**config.mk**
```make
export PLATFORM = sky130hd
export DESIGN_NAME = serial_adder
export DESIGN_NICKNAME = d
export VERILOG_FILES = /design/src/rtl/serial_pkg.sv /design/src/rtl/fulladder.sv /design/src/rtl/serial_adder.sv
export SDC_FILE = /design/constraint.sdc
export NUM_CORES = 1
export LEC_CHECK = 0
export ABC_AREA = 1
export CAP_MARGIN = 20
export CORE_AREA = 2 2 52 54
export DETAILED_ROUTE_END_ITERATION = 10
export DIE_AREA = 0 0 54 56
export REMOVE_ABC_BUFFERS = 1
export SLEW_MARGIN = 20
export SYNTH_ARGS = -nofsm -noshare
export SYNTH_HDL_FRONTEND = slang
export SYNTH_SLANG_ARGS = --single-unit
```
**constraint.sdc**
```tcl
create_clock -name clk -period 2.6 [get_ports clk]
set_clock_uncertainty 0.15 [all_clocks]
set_input_delay 0.39 -clock clk [delete_from_list [all_inputs] [get_ports clk]]
set_output_delay 0.39 -clock clk [all_outputs]
set_load 0.02 [all_outputs]
```
**src/rtl/serial_pkg.sv**
```systemverilog
// Shared definitions for the bit-serial adder: FSM encoding and WIDTH limits.
package serial_pkg;

  typedef enum logic [1:0] {
    IDLE = 2'd0,
    RUN  = 2'd1,
    DONE = 2'd2
  } state_t;

  localparam int MIN_WIDTH = 1;
  localparam int MAX_WIDTH = 32;

  function automatic bit width_ok(input int w);
    return (w >= MIN_WIDTH) && (w <= MAX_WIDTH);
  endfunction

endpackage

```
**src/rtl/fulladder.sv**
```systemverilog
// Single-bit full adder cell, shared with the parallel ripple datapath.
module fulladder (
  input  logic a,
  input  logic b,
  input  logic cin,
  output logic sum,
  output logic cout
);

  // Purely combinational sum and carry of one bit slice.
  always_comb begin
    sum  = a ^ b ^ cin;
    cout = (a & b) | (a & cin) | (b & cin);
  end

endmodule

```
**src/rtl/serial_adder.sv**
```systemverilog
// Bit-serial adder: accepts two WIDTH-bit operands, adds them LSB-first through
// one fulladder slice per cycle, and presents {carry_out, sum} over a
// valid/ready handshake.
// Optional feature macro SERIAL_ADDER_SUB_EN adds a 'sub' input selecting a - b.
//
// state | meaning
// IDLE  | waiting for operands, in_ready high
// RUN   | one bit slice per cycle, counter tracks bit position
// DONE  | result held with out_valid high until out_ready
module serial_adder
  import serial_pkg::*;
#(
  parameter int WIDTH = 4
) (
  input  logic             clk,
  input  logic             rst_n,
  input  logic             in_valid,
  output logic             in_ready,
  input  logic [WIDTH-1:0] a,
  input  logic [WIDTH-1:0] b,
`ifdef SERIAL_ADDER_SUB_EN
  input  logic             sub,
`endif
  output logic             out_valid,
  input  logic             out_ready,
  output logic [WIDTH-1:0] sum,
  output logic             carry_out
);

  localparam int                CNT_W    = $clog2(WIDTH + 1);
  localparam logic [CNT_W-1:0] CNT_LAST = CNT_W'(WIDTH - 1);

  if (!width_ok(WIDTH)) begin : g_width_err
    $error("serial_adder: WIDTH must lie in 1..32");
  end

  state_t           state_q, state_d;
  logic [CNT_W-1:0] cnt_q, cnt_d;
  logic [WIDTH-1:0] a_sh_q, a_sh_d;
  logic [WIDTH-1:0] b_sh_q, b_sh_d;
  logic [WIDTH-1:0] sum_sh_q, sum_sh_d;
  logic             carry_q, carry_d;
  logic             in_ready_q, in_ready_d;
  logic             sub_in;
  logic             fa_sum, fa_cout;

`ifdef SERIAL_ADDER_SUB_EN
  assign sub_in = sub;
`else
  assign sub_in = 1'b0;
`endif

  fulladder u_fa (
    .a    (a_sh_q[0]),
    .b    (b_sh_q[0]),
    .cin  (carry_q),
    .sum  (fa_sum),
    .cout (fa_cout)
  );

  // Next-state and datapath update; subtraction inverts b and seeds carry with 1.
  always_comb begin
    state_d  = state_q;
    cnt_d    = cnt_q;
    a_sh_d   = a_sh_q;
    b_sh_d   = b_sh_q;
    sum_sh_d = sum_sh_q;
    carry_d  = carry_q;
    case (state_q)
      IDLE: begin
        if (in_ready_q && in_valid) begin
          a_sh_d  = a;
          b_sh_d  = sub_in ? ~b : b;
          carry_d = sub_in;
          cnt_d   = '0;
          state_d = RUN;
        end
      end
      RUN: begin
        sum_sh_d = WIDTH'({fa_sum, sum_sh_q} >> 1);
        a_sh_d   = a_sh_q >> 1;
        b_sh_d   = b_sh_q >> 1;
        carry_d  = fa_cout;
        cnt_d    = cnt_q + CNT_W'(1);
        if (cnt_q == CNT_LAST) begin
          state_d = DONE;
        end
      end
      DONE: begin
        if (out_ready) begin
          state_d = IDLE;
        end
      end
      default: state_d = IDLE;
    endcase
    // Registered so that in_ready stays low while reset is held.
    in_ready_d = (state_d == IDLE);
  end

  // State and datapath registers with asynchronous active-low reset.
  always_ff @(posedge clk or negedge rst_n) begin
    if (!rst_n) begin
      state_q    <= IDLE;
      cnt_q      <= '0;
      a_sh_q     <= '0;
      b_sh_q     <= '0;
      sum_sh_q   <= '0;
      carry_q    <= 1'b0;
      in_ready_q <= 1'b0;
    end else begin
      state_q    <= state_d;
      cnt_q      <= cnt_d;
      a_sh_q     <= a_sh_d;
      b_sh_q     <= b_sh_d;
      sum_sh_q   <= sum_sh_d;
      carry_q    <= carry_d;
      in_ready_q <= in_ready_d;
    end
  end

  assign in_ready  = in_ready_q;
  assign out_valid = (state_q == DONE);
  assign sum       = sum_sh_q;
  assign carry_out = carry_q;

endmodule
```
Word-level counts from Yosys, hierarchy flattened. Index checks and enable logic that the tools add are counted.

$add $sub $neg: 1. Equality and inequality tests: 4. Multiplexer cells: 12. Bitwise logic cells: 7. Reduce and logical (&&, ||, !) cells: 5.

Operators by type and width (count): one-hot mux 4 bit (2 select lines) (2); two-way mux 4 bit (2); two-way mux 2 bit (3); one-hot mux 2 bit (3 select lines) (1); one-hot mux 3 bit (2 select lines) (1); logical NOT 2 bit (2); adder 3 x 1 -> 3 bit, second input constant (1); bitwise AND 1 bit (3); == test 3 x 2 -> 1 bit, second input constant (1); two-way mux 3 bit (1); == test 2 x 1 -> 1 bit, second input constant (1); == test 2 bit, second input constant (1); != test 2 bit, second input constant (1); bitwise OR 1 bit (2); one-hot mux 1 bit (2 select lines) (1); AND reduction 2 bit (1); nonzero test 2 bit (1); XOR 1 bit (2); logical AND 1 bit (1); two-way mux 1 bit (1).

Register bits: 19. Input bits: 12. Output and inout port bits: 7.

Depth between registers and ports, before layout. Gate-level depths: netlist (run 1).

Depth after elaboration: 4. Gate-level depth with buffers: 7.

By module. A second synthesis (run 1) with hierarchy kept.

Cell total of the unflattened synthesis: 107. Area, all modules: 920.9 sq um.

Modules (own cells, without submodules): serial_adder (times used 1, cells an instance 106, area each 900.9 sq um); fulladder (times used 1, cells an instance 1, area each 20.0 sq um).

Least setup slack after synthesis (run 1). OpenSTA, ideal clock, no wires.

Path type: register -> register. Start point: register carry_q (netlist: carry_out). End point: register carry_q (netlist: carry_out). Setup time: 65 ps. Arrival time: 1274 ps. Data required time: 2385 ps. Setup slack: 1111 ps. Cell stages (with the launch flop): 5. Path through: dfrtp_1 -> inv_1 -> fa_1 -> or2_2 -> nand2_1.

Word-level cells in the longest chain between the ends: 4. Elaborated cells on any way between the ends: 5.

Ends and longest elaborated chain: from (decl) (line serial_adder.sv:42) `logic carry_q, carry_d;`; from (signal assigned) (line serial_adder.sv:116) `carry_q <= carry_d;`; bitwise AND 1 bit (line fulladder.sv:13) `cout = (a & b) | (a & cin) | (b & cin);`; bitwise OR 1 bit (line fulladder.sv:13); bitwise OR 1 bit (*) (line fulladder.sv:13); one-hot mux 1 bit (2 select lines) (*) (line serial_adder.sv:69) `case (state_q)`.

Mark *: on every way between the ends. The rest lies on a longest branch, timed or not. A chain may end at the register's enable or synchronous reset.

Worst setup path after layout (run 1).
Start point: register state_q[0]. End point: output port out_valid.

Word-level cells in the longest chain between the ends: 1.

Ends and longest elaborated chain: from (decl) (line serial_adder.sv:37) `state_t state_q, state_d;`; from (signal assigned) (line serial_adder.sv:111) `state_q <= state_d;`; == test 2 bit (line serial_adder.sv:122) `assign out_valid = (state_q == DONE);`; to (decl) (line serial_adder.sv:24) `output logic out_valid,`.

No other way between the ends.

==> results of run 1 <==
registers in the layout, indices dropped and copies added, names as in the netlist:
| signal | flops |
|---|---|
| state_q | 2 |
| a_sh_q | 4 |
| b_sh_q | 4 |
| cnt_q | 3 |
| carry_out | 1 |
| in_ready | 1 |
| sum | 4 |
cells by family (layout without fill, tap and decap cells):
logic type | after synthesis | in the layout | synth area share [%]
and+or+nand+nor | 68 | 68 | 31.68
adders and majority gates | 3 | 3 | 4.812
DFF | 19 | 19 | 50.80
AOI/OAI and AO/OA | 6 | 6 | 4.680
buffers and inverters | 13 | 32 | 8.020
layer usage:
metal | part of all wire (%) | vias to the layer above | GRT usage (%)
met4 | 1.6 | 0 | 5.357
met5 | 0 | - | 0
met3 | 5.4 | 2 | 4.301
met1 | 47 | 351 | 18.41
met2 | 45 | 18 | 20.38
li1 | - | 384 | -
worst max-delay path, cell delays in order, from the launching register on:
cell and delay (ps):
dfrtp_1 550, nor2_1 170, clkdlybuf4s50_1 610
stage by stage:
step | setup WS, ps | power, W
6_report | 424.9 | 0.001320
4_1_cts | 396.7 | 0.001335
3_3_place_gp | 761.7 | 0.001164
2_1_floorplan | 1110 | 0.0009619
5_1_grt | 308.3 | 0.001459
3_5_place_dp | 752.9 | 0.001182
report_power, final:
group	leakage (nW)	switching, W	internal [W]
sequential	0.241	0.000104	0.000430
clock	0.0177	0.0000939	0.0000573
combinational	0.325	0.000379	0.000256
cell type report:
cell class	count	area [um^2]
inverter	9	33.78
fill	248	1285
tap	30	37.54
clock buffer	3	22.52
timing repair buffer	19	187.7
multi-input combinational	77	385.4
sequential	19	475.5
clock inverter	1	5.005
worst max path at each step:
stage | from | to | slack, ps | depth (start not counted)
CTS | state_q[0] | out_valid | 400 | 2
floorplan | carry_out | carry_out | 1110 | 4
finish | state_q[0] | out_valid | 420 | 2
global placement | state_q[0] | out_valid | 760 | 2
detailed placement | state_q[0] | out_valid | 750 | 2
global route | state_q[0] | out_valid | 310 | 2
placed cells by master (no fill, tap or decap):
master           Yosys  final
nand2_1             40     40
nor2_1               3      3
dfrtp_1             19     19
nand2_4              1      1
clkdlybuf4s50_1      0     18
a21oi_4              1      1
o31ai_1              1      1
clkbuf_4             0      3
ha_1                 2      2
o21ai_0              4      4
clkinv_2             0      1
inv_2                1      1
buf_4                2      1
nand3_1             20     20
fa_1                 1      1
or2_2                3      3
inv_1                8      8
nor3_1               1      1
==> summary.md, run 1 <==
| Metric | Value |
|---|---|
| Actual slew at the worst max-slew pin | `432.6 ps` |
| Area contributors post-synth | `dfrtp_1 51%, nand2_1 16%, nand3_1 11%` |
| Syn. warnings | `0` |
| Post-CTS Hold Buffers | `0` |
| Crit path max fanout | `12` |
| Routed WL | `1.765 mm` |
| Setup-failing EPs final | `0` |
| Mapped Area | `935.9 um^2` |
| Initial core utilization | `38.48%` |
| Vias in the first global route | `approximately 740` |
| Setup_tns | `0 ps` |
| FP Rows | `18` |
| Clock buffer depth | `2` |
| Worst-path clk slew | `120 ps` |
| Avg WL per Cell | `~11 um` |
| # Max-Cap Violations | `0` |
| First-pass GRT wire length | `a little over 3 mm` |
| Post-synthesis average cell area | `roughly 8.6 um^2` |
| Dpl cells | `154` |
| IO Port Bufs | `18` |
| Root Driver | `clkbuf_4` |
| Die span in y | `56 um` |
| DR pass1 iterations | `4` |
| Antenna violations before repair | `0` |
| Count leader, synth | `nand2_1` |
| Resized Gates After CTS | `0` |
| Hold Fails Final Rpt | `0` |
| Final RePlAce weighted congestion | `between 0.7 and 0.8` |
| N_diodes | `0` |
| WS Path Type | `flip-flop to output pin` |
| Post-layout util | `47.17%` |
| Syn Inst Count | `109` |
| Global route overflow | `0` |
| Total setup buffers inserted after CTS | `0` |
| R2r setup slk | `1000 ps` |
| TritonCTS Buffers | `3` |
| PD cells | `1150 nW/um^2` |
| CTS tree | `yes` |
| Die X-Extent | `about 54 um` |
| Worst R2R Start | `state_q[0]` |
| Post-route DRC | `0` |
| Endpoint class of the critical path | `output pin` |
| DR vias | `755` |
| P&R area growth vs syn | `22.59%` |
| Worst Hold Class | `input port to async pin` |
| Netlist cell types | `17` |
| Post-Layout Cell Count | `158` |
| Htree depth | `1` |
| Final period util | `83.66%` |
| Prevailing post-synth register cell | `dfrtp_1` |
| Dpl cell area | `about 1100 um^2` |
| Register area share after synthesis | `between 50 and 60%` |
| Worst skew pair latency | `roughly 300 ps` |
| Static Leak | `0.5836 nW` |
| Clock sinks | `19` |
| IO Pins | `19` |
| Slew headroom | `71.09%` |
| Post-synth EDFFs | `0` |
| Hpwl dp | `1.229 mm` |
| WP data arrival | `1640 ps` |
| Minimum clock period | `~2200 ps` |
| Synth cell count leaders | `40 x nand2_1, 20 x nand3_1, 19 x dfrtp_1` |
| Worst vdd ir | `0.4855 mV` |
| GR Util All Layers | `13.77%` |
| Fin Hold WS | `254.4 ps` |
| Seq cells post-synth | `19` |
| Unrepaired setup endpoints after global routing | `false` |
| Final max-slew violation count | `0` |
| Via density | `4.778` |
| Layout cells sized above 1 | `8.594%` |
| Post-synth top area cell | `dfrtp_1` |
| Fin area | `1147 um^2` |
| Die Footprint | `~3000 um^2` |
| Worst setup SP type | `flip-flop` |
| Status | `complete, no violations` |
| Worst endpoint required time | `approximately 2100 ps` |
| Largest net degree at the start of global routing | `29` |
| Nets | `approximately 140` |
| Fmax | `0.4598 GHz` |
| Worst R2R End | `b_sh_q[2]` |
| Core area | `2432 um^2` |
| Iteration-0 DRC count of the detailed router | `17` |
| Routed Antenna Nets | `0` |
| Post-synth ARST share | `100.0%` |
| Yosys top cell area share | `50.80%` |
| Reg2Reg Depth | `4` |
Power figures use the tool's default switching activity.
==> inputs of run 2 (changes only) <==
==> constraint.sdc (replaced) <==
create_clock -name clk -period 1.8 [get_ports clk]
set_clock_uncertainty 0.15 [all_clocks]
set_input_delay 0.27 -clock clk [delete_from_list [all_inputs] [get_ports clk]]
set_output_delay 0.27 -clock clk [all_outputs]
set_load 0.02 [all_outputs]
==> run 2 against run 1 <==
  * Largest power group unchanged
  * Worst setup slack lost 360 ps
  * Cell area grew 1.2%
  * Die area is the same
  * Sequential share of layout area shrank 0.49 points
  * Total power grew 47%
  * Highest routed layer unchanged
  * Via count grew 1.6%
  * Combinational power grew 55%
==> summary.md, run 2 (same netlist as run 1, synthesis figures left out) <==
| Metric | Value |
|---|---|
| Static Leak | `0.5973 nW (+2.4%)` |
| Post-Layout Cell Count | `160 (+1.3%)` |
| Endpoint class of the critical path | `output pin` |
| Setup_tns | `0 ps (unchanged)` |
| TritonCTS Buffers | `3 (unchanged)` |
| Dpl cells | `156 (+1.3%)` |
| Critical Path, Cell by Cell | `clkdlybuf4s50_1` |
| N_diodes | `0 (unchanged)` |
| Via density | `4.794 (+0.32%)` |
| Hpwl dp | `1.273 mm (+3.6%)` |
| DR vias | `767 (+1.6%)` |
| Worst Hold Class | `input port to async pin` |
| # Max-Cap Violations | `0 (unchanged)` |
| Final period util | `a little over nine tenths` |
| Crit path max fanout | `3 (-9)` |
| Avg WL per Cell | `11.48 um (+2.8%)` |
| Status | `complete, no violations` |
| Nets | `146 (+1.4%)` |
| Hold Fails Final Rpt | `0 (unchanged)` |
| GR Util All Layers | `13.72% (-0.056 points)` |
| Routed Antenna Nets | `0 (unchanged)` |
| Initial core utilization | `38.48% (unchanged)` |
| PD cells | `1671 nW/um^2 (+45%)` |
| Root Driver | `clkbuf_4` |
| Dpl cell area | `1135 um^2 (+1.3%)` |
| Vias in the first global route | `713 (-3.8%)` |
| Core area | `2432 um^2 (unchanged)` |
| Unrepaired setup endpoints after global routing | `false` |
| Routed WL | `1.837 mm (+4.1%)` |
| WS Path Type | `flip-flop to output pin` |
| Most frequent cells in the layout | `40 x nand2_1, 20 x nand3_1, 19 x dfrtp_1, 17 x clkdlybuf4s50_1, 8 x inv_1` |
| IO Pins | `19 (unchanged)` |
| Worst-path clk slew | `110 ps (about the same)` |
| Die span in y | `56 um (unchanged)` |
| FP Rows | `18 (unchanged)` |
| IO Port Bufs | `18 (unchanged)` |
| First-pass GRT wire length | `3.118 mm (+1.1%)` |
| Die Footprint | `3024 um^2 (unchanged)` |
| Crit-path leading delay family | `buffers and inverters` |
| Final RePlAce weighted congestion | `0.7143 (-5.9%)` |
| Fin area | `1161 um^2 (+1.2%)` |
| Minimum clock period | `~1700 ps` |
| Worst setup SP type | `flip-flop` |
| CTS tree | `yes` |
| Iteration-0 DRC count of the detailed router | `16 (-1)` |
| P&R area growth vs syn | `24.06%` |
| Actual slew at the worst max-slew pin | `416.9 ps (-15.68 ps)` |
| Slew headroom | `72.14% (+1.0 points)` |
| Crit-path max cell delay | `620 ps (about the same)` |
| Global route overflow | `0 (unchanged)` |
| Pre-CTS setup slack | `124.9 ps (-627.9 ps)` |
| Post-route DRC | `0 (unchanged)` |
| Htree depth | `1 (unchanged)` |
| Buf+Inv Stages, Crit Path | `1 (unchanged)` |
| CP Launch Point | `carry_out` |
| Final max-slew violation count | `0 (unchanged)` |
| Die X-Extent | `54 um (unchanged)` |
| Most common cell after layout, fill and taps aside | `nand2_1` |
| DR pass1 iterations | `4 (unchanged)` |
| Clock sinks | `19 (unchanged)` |
| Worst endpoint required time | `1380 ps (-680 ps)` |
| Worst vdd ir | `0.8897 mV (+83%)` |
| Layout cells sized above 1 | `10.00% (+1.4 points)` |
| Largest net degree at the start of global routing | `29 (unchanged)` |
| WP data arrival | `1310 ps (-330 ps)` |
| Worst R2R Start | `state_q[0]` |
| Post-CTS Hold Buffers | `0 (unchanged)` |
| CP max stage cell | `clkdlybuf4s50_1` |
| Antenna violations before repair | `0 (unchanged)` |
| Setup-failing EPs final | `0 (unchanged)` |
| Clock buffer depth | `2 (unchanged)` |
| Setup WS post-layout | `65.94 ps (-359.0 ps)` |
| Fmax | `0.5767 GHz` |
| Worst skew pair latency | `300 ps (about the same)` |
==> run 2: layout make-up <==
class | count | area [um^2]
clock buffer | 3 | 22.52
inverter | 9 | 33.78
tap | 30 | 37.54
timing repair buffer | 21 | 201.4
multi-input combinational | 77 | 385.4
fill | 254 | 1271
sequential | 19 | 475.5
clock inverter | 1 | 5.005
==> run 2: power breakdown <==
part / switching, W / leakage (nW) / total (W) / internal [W]
logic: 0.000593 / 0.339 / 0.000984 / 0.000391
clock network: 0.000135 / 0.0177 / 0.000218 / 0.0000829
registers: 0.000116 / 0.241 / 0.000738 / 0.000622
==> run 2: layer usage <==
metal / part of all wire [%] / vias to the layer above / track usage, %
met3: 3.3 / 4 / 4.032
met4: 1.4 / 0 / 4.643
li1: - / 391 / -
met1: 48 / 358 / 19.49
met5: 0 / - / 0
met2: 47 / 14 / 19.69
==> run 2: path summary, 6_finish.rpt <==
check	to	slack, ps	cells past startpoint
min in group clk	sum[0]	340	2
setup / recovery	carry_out	70	1
max in group asynchronous	b_sh_q[1]	1170	2
hold / removal	a_sh_q[1]	130	2
setup reg to reg	a_sh_q[0]	230	5
hold reg to reg	sum[0]	340	2
==> run 2: through the flow <==
step / util, % / power [W] / hold slack, ps
2_1_floorplan: - / 0.001389 / -175.6
3_3_place_gp: 46.66 / 0.001719 / 312.6
3_5_place_dp: 46.66 / 0.001741 / 320.3
4_1_cts: 47.74 / 0.001960 / 130.5
5_1_grt: 47.74 / 0.002131 / 138.3
6_report: 47.74 / 0.001940 / 134.4
==> run 2: what timing repair did <==
item	in CTS	in global routing
gates resized for setup	1	0
setup endpoints to repair	1	0
buffers inserted	0	0
==> inputs of run 3 (changes only) <==
==> constraint.sdc (replaced) <==
create_clock -name clk -period 1.52 [get_ports clk]
set_clock_uncertainty 0.15 [all_clocks]
set_input_delay 0.228 -clock clk [delete_from_list [all_inputs] [get_ports clk]]
set_output_delay 0.228 -clock clk [all_outputs]
set_load 0.02 [all_outputs]
==> run 3 against run 2 <==
  * Clock power rose by 17%
  * Hold slack got worse by 34 ps
  * Non-clock buffer count rose by 6
  * Combinational power rose by 26%
  * Global-route usage rose by 0.78 points
  * Cell area rose by 3.9%
  * Cell count rose by 3.8%
  * Register-to-register slack got worse by 150 ps
  * Critical path depth rose by 3
  * Routed wire length rose by 1.0%
  * Total power rose by 21%
  * Core utilization rose by 1.9 points
  * Critical path type is now flip-flop to flip-flop
  * Highest routed layer unchanged
==> summary.md, run 3 (same netlist as run 1, synthesis figures left out) <==
| Metric | Value |
|---|---|
| P&R area growth vs syn | `28.88%` |
| Final period util | `between 90% and 100%` |
| DR vias | `784 (+2.2%)` |
| Final max-slew violation count | `0 (unchanged)` |
| Logic pwr share | `52.6% (+1.9 points)` |
| Setup_tns | `0 ps (unchanged)` |
| Routed Antenna Nets | `0 (unchanged)` |
| First-pass GRT wire length | `3.229 mm (+3.6%)` |
| Post-CTS Hold Buffers | `0 (unchanged)` |
| TritonCTS Buffers | `3 (unchanged)` |
| Fmax | `0.6933 GHz` |
| Clock sinks | `19 (unchanged)` |
| Internal power | `0.001346 W (+23%)` |
| Clock buffer depth | `2 (unchanged)` |
| WP data arrival | `1540 ps (+230 ps)` |
| Nets | `152 (+4.1%)` |
| Minimum clock period | `1442 ps` |
| DR pass1 iterations | `4 (unchanged)` |
| Most frequent cells in the layout | `40 x nand2_1, 20 x nand3_1, 19 x dfrtp_1, 11 x clkdlybuf4s50_1` |
| Iteration-0 DRC count of the detailed router | `9 (-7)` |
| Worst skew pair latency | `300 ps (about the same)` |
| Vias in the first global route | `751 (+5.3%)` |
| Worst vdd ir | `0.9058 mV (+1.8%)` |
| Dpl cells | `162 (+3.8%)` |
| GRT met1 Usage | `18.03% (-1.5 points)` |
| Worst endpoint required time | `1620 ps (+240 ps)` |
| Actual slew at the worst max-slew pin | `267.5 ps (-149.4 ps)` |
| Htree depth | `1 (unchanged)` |
| Via density | `4.723 (-1.5%)` |
| Setup-failing EPs final | `0 (unchanged)` |
| Sw Share | `42.76% (-0.76 points)` |
| Hpwl dp | `1.288 mm (+1.2%)` |
| Worst setup SP type | `flip-flop` |
| Final RePlAce weighted congestion | `0.8107 (+13%)` |
| PD cells | `1950 nW/um^2 (+17%)` |
| Status | `complete, no violations` |
| IO Pins | `19 (unchanged)` |
| Static Leak | `0.6437 nW (+7.8%)` |
| Core area | `2432 um^2 (unchanged)` |
| Post-route DRC | `0 (unchanged)` |
| Unrepaired setup endpoints after global routing | `false` |
| Hold Fails Final Rpt | `0 (unchanged)` |
| Layout cells sized above 1 | `13.97% (+4.0 points)` |
| Clock share of power | `10.8% (-0.5 points)` |
| Largest net degree at the start of global routing | `29 (unchanged)` |
| Crit path max fanout | `3 (unchanged)` |
| IO Port Bufs | `18 (unchanged)` |
| Worst Hold Class | `input port to async pin` |
| GRT busiest layer | `met2` |
| Initial core utilization | `38.48% (unchanged)` |
| Die span in y | `56 um (unchanged)` |
| GR Util All Layers | `14.50% (+0.78 points)` |
| CTS tree | `yes` |
| Worst-path clk slew | `100 ps (about the same)` |
| N_diodes | `0 (unchanged)` |
| Die X-Extent | `54 um (unchanged)` |
| Flop pwr share | `36.6% (-1.4 points)` |
| WS Path Type | `flip-flop to flip-flop` |
| Antenna violations before repair | `0 (unchanged)` |
| Global route overflow | `0 (unchanged)` |
| Slew headroom | `82.15% (+10 points)` |
| Endpoint class of the critical path | `flip-flop` |
| Avg WL per Cell | `11.18 um (-2.6%)` |
| Net Sw Power | `0.001005 W (+19%)` |
| Routed WL | `1.856 mm (+1.0%)` |
| # Max-Cap Violations | `0 (unchanged)` |
| FP Rows | `18 (unchanged)` |
| GR Util met3 | `5.108% (+1.1 points)` |
| M2 GR Usage | `22.65% (+3.0 points)` |
| Final total power | `0.002352 W (+21%)` |
| Post-Layout Cell Count | `166 (+3.8%)` |
| Die Footprint | `3024 um^2 (unchanged)` |
| Root Driver | `clkbuf_4` |
| Most common cell after layout, fill and taps aside | `nand2_1` |
-- run 3: cell type report --
class / instances / area (um^2)
clock buffer: 4 / 26.28
fill: 238 / 1226
inverter: 9 / 33.78
multi-input combinational: 77 / 385.4
sequential: 19 / 475.5
tap: 30 / 37.54
timing repair buffer: 27 / 247.7
-- run 3: worst paths after layout --
check                              start        end  slack, ps  depth (start not counted)
worst max-delay path            cnt_q[0]   cnt_q[2]         80                          4
worst min register to register    sum[0]     sum[0]        340                          2
max in group asynchronous          rst_n  b_sh_q[3]        920                          2
min in group clk                    a[3]  a_sh_q[3]        320                          3
worst min-delay path               rst_n     sum[3]        100                          2
worst max register to register  cnt_q[0]   cnt_q[2]         80                          4
-- run 3: power groups by stage --
stage | Clock [W] | Sequential (W) | Combinational, W
floorplan | 0 | 0.000969 | 0.000676
global placement | 0 | 0.000866 | 0.00126
detailed placement | 0 | 0.000871 | 0.00130
CTS | 0.000276 | 0.000860 | 0.00126
global route | 0.000302 | 0.000884 | 0.00141
finish | 0.000254 | 0.000860 | 0.00124
-- run 3: what timing repair did --
item,4_1_cts,5_1_grt
endpoints found under the setup margin,7,1
hold endpoints to repair,0,0
pin swaps,0,0
setup buffers,0,0
resized for setup,9,1
-- run 3: through the flow --
step,hold slack (ps),utilization (%),setup slack (ps),instance area (um^2)
after floorplan,-217.6,-,30.23,894.6
after global placement,313.2,49.02,56.34,1192
after detailed placement,319.4,49.02,46.86,1192
after CTS,95.29,49.85,38.38,1212
after global routing,116.2,49.59,1.669,1206
final,100.5,49.59,77.54,1206
-- run 3: worst max-delay path, stage by stage, from the launching register on --
cell and delay (ps):
dfrtp_1 410, ha_1 210, ha_1 260, or2_2 280, nand2_1 70
-- run 3: routing by layer --
layer  vias to the layer above  share of wire [%]
met5                         -                  0
met4                         0                1.6
met3                         5                5.2
met2                        22                 48
met1                       356                 45
li1                        401                  -
